[config.mk]
export PLATFORM = sky130hd
export DESIGN_NAME = uart_mmio_initiator
export DESIGN_NICKNAME = d
export VERILOG_FILES = /design/src/rtl/uart_mmio_pkg.sv /design/src/rtl/uart_mmio_initiator_hold_timer.sv /design/src/rtl/uart_mmio_initiator.sv
export SDC_FILE = /design/constraint.sdc
export NUM_CORES = 1
export LEC_CHECK = 0
export ABC_AREA = 1
export ABC_CLOCK_PERIOD_IN_PS = 1600
export CAP_MARGIN = 20
export CORE_MARGIN = 3
export CORE_UTILIZATION = 46
export DETAILED_ROUTE_END_ITERATION = 7
export MAX_ROUTING_LAYER = met4
export PLACE_DENSITY = 0.75
export SYNTH_ARGS = -nofsm -noshare
export SYNTH_HDL_FRONTEND = slang
export SYNTH_SLANG_ARGS = --single-unit
[constraint.sdc]
create_clock -name clk -period 1.6 [get_ports clk]
set_input_delay 0.32 -clock clk [delete_from_list [all_inputs] [get_ports clk]]
set_output_delay 0.32 -clock clk [all_outputs]
set_load 0.05 [all_outputs]
[src/rtl/uart_mmio_pkg.sv]
// Shared encodings for the UART MMIO initiator: FSM states, status bit
// positions, op codes and the status-ready decode.
package uart_mmio_pkg;

  localparam logic [2:0] S_IDLE     = 3'd0;
  localparam logic [2:0] S_STAT_SEL = 3'd1;
  localparam logic [2:0] S_STAT_CHK = 3'd2;
  localparam logic [2:0] S_RD_SEL   = 3'd3;
  localparam logic [2:0] S_RD_CAP   = 3'd4;
  localparam logic [2:0] S_STB      = 3'd5;
  localparam logic [2:0] S_REL      = 3'd6;
  localparam logic [2:0] S_DONE     = 3'd7;

  localparam int STAT_TXFULL  = 1;
  localparam int STAT_RXEMPTY = 0;

  typedef logic op_t;
  localparam op_t OP_WR = 1'b1;
  localparam op_t OP_RD = 1'b0;

  // A write needs TX space, a read needs RX data; the other status bit is ignored.
  function automatic logic stat_ready(input op_t op, input logic [7:0] stat);
    return (op == OP_WR) ? !stat[STAT_TXFULL] : !stat[STAT_RXEMPTY];
  endfunction

endpackage

[src/rtl/uart_mmio_initiator_hold_timer.sv]
// Loadable down counter timing the strobe hold and release phases.
module hold_timer #(
  parameter int CW = 21
) (
  input  logic          clk,
  input  logic          rst,
  input  logic          load,
  input  logic [CW-1:0] load_val,
  output logic          zero
);

  logic [CW-1:0] cnt;

  always_ff @(posedge clk) begin
    if (!rst)
      cnt <= '0;
    else if (load)
      cnt <= load_val;
    else if (cnt != '0)
      cnt <= cnt - CW'(1);
  end

  assign zero = (cnt == '0);

endmodule

[src/rtl/uart_mmio_initiator.sv]
// Single-byte initiator for the memory-mapped UART: polls status, then issues a
// debounced wr/rd strobe. Optional poll timeout enabled by UART_MMIO_TIMEOUT_EN.
module uart_mmio_initiator
  import uart_mmio_pkg::*;
#(
  parameter int HOLD_CYC   = 1100000,
  parameter int CW         = 21,
  parameter int POLL_LIMIT = 1024
) (
  input  logic       clk,
  input  logic       rst,
  input  logic       req_wr,
  input  logic       req_rd,
  input  logic [7:0] wr_byte,
  output logic       busy,
  output logic       done,
  output logic       err,
  output logic [7:0] rd_byte,
  output logic       per_wr,
  output logic       per_rd,
  output logic       per_s_io,
  output logic       per_s_mmio,
  output logic [7:0] per_data_out,
  input  logic [7:0] per_data_in
);

  if (HOLD_CYC < 1 || POLL_LIMIT < 1 || (HOLD_CYC >> CW) != 0) begin : g_bad_cfg
    $error("uart_mmio_initiator: need HOLD_CYC >= 1, POLL_LIMIT >= 1, 2**CW > HOLD_CYC");
  end

  logic [2:0] state, next_state;
  op_t        op;
  logic       poll_ready, timeout;
  logic       tmr_load, tmr_zero;

  assign poll_ready = stat_ready(op, per_data_in);

  hold_timer #(.CW(CW)) u_hold_timer (
    .clk      (clk),
    .rst      (rst),
    .load     (tmr_load),
    .load_val (CW'(HOLD_CYC - 1)),
    .zero     (tmr_zero)
  );

`ifdef UART_MMIO_TIMEOUT_EN
  localparam int PW = $clog2(POLL_LIMIT + 1);
  logic [PW-1:0] poll_cnt;

  always_ff @(posedge clk) begin
    if (!rst || state == S_IDLE)
      poll_cnt <= '0;
    else if (state == S_STAT_CHK && !poll_ready)
      poll_cnt <= poll_cnt + PW'(1);
  end

  // Abort on the POLL_LIMIT-th failed poll, before any strobe.
  assign timeout = (state == S_STAT_CHK) && !poll_ready && (poll_cnt == PW'(POLL_LIMIT - 1));

  always_ff @(posedge clk) begin
    if (!rst)
      err <= 1'b0;
    else
      err <= (next_state == S_DONE) && timeout;
  end
`else
  assign timeout = 1'b0;
  assign err     = 1'b0;
`endif

  always_comb begin
    next_state = state;
    case (state)
      S_IDLE:     if (req_wr || req_rd) next_state = S_STAT_SEL;
      S_STAT_SEL: next_state = S_STAT_CHK;
      S_STAT_CHK: begin
        if (poll_ready)
          next_state = (op == OP_WR) ? S_STB : S_RD_SEL;
        else if (timeout)
          next_state = S_DONE;
        else
          next_state = S_STAT_SEL;
      end
      S_RD_SEL:   next_state = S_RD_CAP;
      S_RD_CAP:   next_state = S_STB;
      S_STB:      if (tmr_zero) next_state = S_REL;
      S_REL:      if (tmr_zero) next_state = S_DONE;
      S_DONE:     next_state = S_IDLE;
      default:    next_state = S_IDLE;
    endcase
  end

  assign tmr_load = (next_state != state) && (next_state == S_STB || next_state == S_REL);

  // Outputs are registered from next_state so they line up with the state they belong to.
  always_ff @(posedge clk) begin
    if (!rst) begin
      state        <= S_IDLE;
      op           <= OP_RD;
      busy         <= 1'b0;
      done         <= 1'b0;
      per_wr       <= 1'b0;
      per_rd       <= 1'b0;
      per_s_mmio   <= 1'b0;
      per_s_io     <= 1'b0;
      rd_byte      <= 8'h00;
      per_data_out <= 8'h00;
    end else begin
      state      <= next_state;
      busy       <= (next_state != S_IDLE);
      done       <= (next_state == S_DONE);
      per_wr     <= (next_state == S_STB) && (op == OP_WR);
      per_rd     <= (next_state == S_STB) && (op == OP_RD);
      per_s_mmio <= (next_state == S_STB);
      per_s_io   <= (next_state == S_RD_SEL) || (next_state == S_RD_CAP) ||
                    (next_state == S_STB)    || (next_state == S_REL);
      if (state == S_IDLE) begin
        if (req_wr) begin
          op           <= OP_WR;
          per_data_out <= wr_byte;
        end else if (req_rd) begin
          op           <= OP_RD;
        end
      end
      // Capture the FIFO head before the read strobe pops it.
      if (state == S_RD_CAP)
        rd_byte <= per_data_in;
    end
  end

endmodule
==> flow_summary.ini <==
[status]
status = finished with violations
failed_checks = setup timing

[power_and_ir_drop]
p_int_mw = 3.26
p_sw_mw = 2.39
power.share.clock_pct = 12.6
seqPwrFrac_pct = 27.1
comb_power_share_pct = 60.2
power_leakage_nw = 1.53
power.share.switching_pct = 42.3
ir_drop_mv = 1.06
power_density_mw_per_mm2 = 1610
power.total_mw = 5.65

[timing]
setup_slack_ps = -244
period_share_pct = 115
slew_violations = 0
rsz0062_at_grt = true
hold_viol = 0
fin_crit_ps = 1840
skew_ps = 8.94
max_freq_mhz = 542
setup_viol = 23
hold_ws_ps = 463
tns_ps = -2960

[die]
dieArea_mm2 = 0.00560
die-height_um = 74.8
rows = 24
start_util_pct = 48.7
core_area_mm2 = 0.00447
die_w_um = 74.8
design.portCount = 43

[placement]
gp_congestion = 0.866
dp_hpwl_mm = 3.89
io_buffer_count = 41
place_ws_ps = -314

[synth]
synth_edf_count = 0
synthArstFlopShare_pct = 0
synth-compound-area-share_pct = 11.4
synth_area_leaders = dfxtp_1 43%, nor2_1 10%, nand2_1 6.9%, a21oi_2 3.6%, inv_1 3.6%
synth-simple-area-share_pct = 30.6
yosysTopAreaCellShare_pct = 43.2
synth.distinct_cells = 29
yosysTopAreaCell = dfxtp_1
avgSynthCellArea_um2 = 7.70
synthFlopType = dfxtp_1
ys_warn_count = 0
syn-instance-count = 283
synth_adder_area_share_pct = 1.15
synth_seq_cells = 47
muxShareOfSynthArea_pct = 0
synth_top_family_by_area = simple AND/OR/NAND/NOR gates
ys_seq_area_share_pct = 43.2
synth_nets = 305
yosysMostFrequentCell = nor2_1
synth_xor_area_share_pct = 7.24
syn_area_mm2 = 0.00218
synthTopCellsByCount = 60 x nor2_1, 47 x dfxtp_1, 40 x nand2_1, 21 x inv_1

[global_route]
grt_pass1_wl_mm = 9.33
antenna_found_initial = 0
grt_max_degree = 17
grtUsageTotal_pct = 22.5
grt_pass1_vias = 2117
globalRouteOverflowTotal = 0

[clock_tree]
ctsHoldBuffers = 0
clock_sinks = 47
cts_buffer_depth = 2
cts-buffers-inserted = 5
cts_tree = built
insertion_delay_ps = 300
root_buffer = clkbuf_8
clkTransAtPathRegs_ps = 80
htreeDepth = 2

[critical_path]
critPathCaptureType = flop
r2r_slack_ps = -240
reg2reg_to = u_hold_timer.cnt[18]
start_kind = flop
critPathMaxFanout = 3
critical_path_arrival_ps = 2030
reg2reg_depth = 10
crit_type = reg2reg
timing.rr.start = u_hold_timer.cnt[1]
cp_data_required_time_ps = 1790

[final_layout]
syn_to_final_growth_pct = 61.1
multi_input_area_mm2 = 0.00144
seqCellArea_um2 = 955
diodes = 0
drive_gt1_share_pct = 46.3
fill_cells = 295
finalNetCount = 417

[detailed_routing]
route.vias.total = 2291
ant_nets = 0
drtIter0Drc = 98
dr.pass1.iters = 4
drc = 0
drt_wl_total_mm = 6.31
post_drt_wl_per_cell_um = 14.1
viasPerCell = 5.13

[hold_path]
hold_end = per_data_out[2]
hold_depth = 2
min_from = per_data_out[2]
hold_class = reg2reg

[run]
maxCapViolCount = 0
-- sequential cells by signal (all words and copies together) (netlist names) --
| name | count |
|---|---|
| u_hold_timer.cnt | 21 |
| per_data_out | 8 |
| rd_byte | 8 |
| state | 3 |
| busy | 1 |
| done | 1 |
| op | 1 |
| per_rd | 1 |
| per_s_io | 1 |
| per_s_mmio | 1 |
| per_wr | 1 |
-- worst max-delay path, stage by stage, from the launching register on --
cell and delay (ps):
dfxtp_2 330, inv_2 70, buf_4 100, buf_4 90, ha_1 160, inv_1 80
nor2_1 150, nand4_1 230, nor3_1 240, xnor2_1 200, nor2_2 70
-- power groups by stage --
stage          Sequential [mW]  Combinational [mW]  Clock, mW
2_1_floorplan             1.70                1.44          0
3_3_place_gp              1.51                2.62          0
3_5_place_dp              1.52                2.68          0
6_report                  1.53                3.41      0.714
5_1_grt                   1.56                3.68      0.784
4_1_cts                   1.52                3.06      0.724
-- kinds of logic after synthesis --
kind of cell | Yosys count
AOI/OAI and AO/OA | 39
xor gates and xnor gates | 18
adders and majority gates | 2
buffers and inverters | 31
DFF | 47
other | 1
and+or+nand+nor | 145
-- how the worst max path moves through the flow --
| stage | end | start | cells after the start |
|---|---|---|---|
| 3_5_place_dp | u_hold_timer.cnt[13] | per_data_in[0] | 10 |
| 5_1_grt | u_hold_timer.cnt[18] | u_hold_timer.cnt[1] | 10 |
| 2_1_floorplan | u_hold_timer.cnt[1] | u_hold_timer.cnt[15] | 13 |
| 6_report | u_hold_timer.cnt[18] | u_hold_timer.cnt[1] | 10 |
| 3_3_place_gp | u_hold_timer.cnt[5] | per_data_in[0] | 10 |
| 4_1_cts | u_hold_timer.cnt[13] | u_hold_timer.cnt[1] | 13 |
-- layer usage --
layer  global-route usage [%]  up-vias  wire [um]
met5                        -        -          0
met4                     8.50        0        123
met3                     4.81       11        241
met2                     39.7       57       3390
met1                     24.8     1099       2560
li1                         -     1124          -
-- layout make-up --
type	instances	area share, %
multi-input combinational	207	41.0
clock inverter	1	0.143
inverter	25	2.71
timing repair buffer	109	24.8
tap	52	1.85
clock buffer	6	2.35
sequential	47	27.2
-- placed cells by master (no fill, tap or decap), types with 4 or more instances in the layout --
master / netlist / routed
a21oi_1: 15 / 12
o21ai_0: 10 / 10
nand4_1: 5 / 5
nand3_4: 0 / 5
clkbuf_8: 0 / 6
a21oi_2: 9 / 11
nor3_2: 0 / 4
nor2_2: 4 / 12
nor2_1: 60 / 43
nand2_4: 2 / 8
nand2_2: 6 / 9
dfxtp_2: 0 / 8
buf_4: 1 / 89
clkdlybuf4s50_1: 0 / 19
xor2_1: 9 / 5
xor2_2: 0 / 4
nand2_1: 40 / 30
nor2_4: 2 / 11
inv_1: 21 / 19
nand3_1: 15 / 12
xnor2_1: 9 / 9
dfxtp_1: 47 / 38
-- timing repair --
action | 4_1_cts | 5_1_grt
buffers inserted | 4 | 3
resized for setup | 35 | 32
setup endpoints to repair | 25 | 26
gates cloned | 2 | 0
pin swaps | 17 | 17
-- stage by stage --
step	utilization (%)	area [um^2]	instances
3_5_place_dp	68.3	3050	431
2_1_floorplan	-	2220	283
6_report	78.4	3510	447
5_1_grt	78.4	3510	447
3_3_place_gp	68.3	3050	431
4_1_cts	74.7	3340	444
No activity file was read; power rests on OpenSTA's default activity.
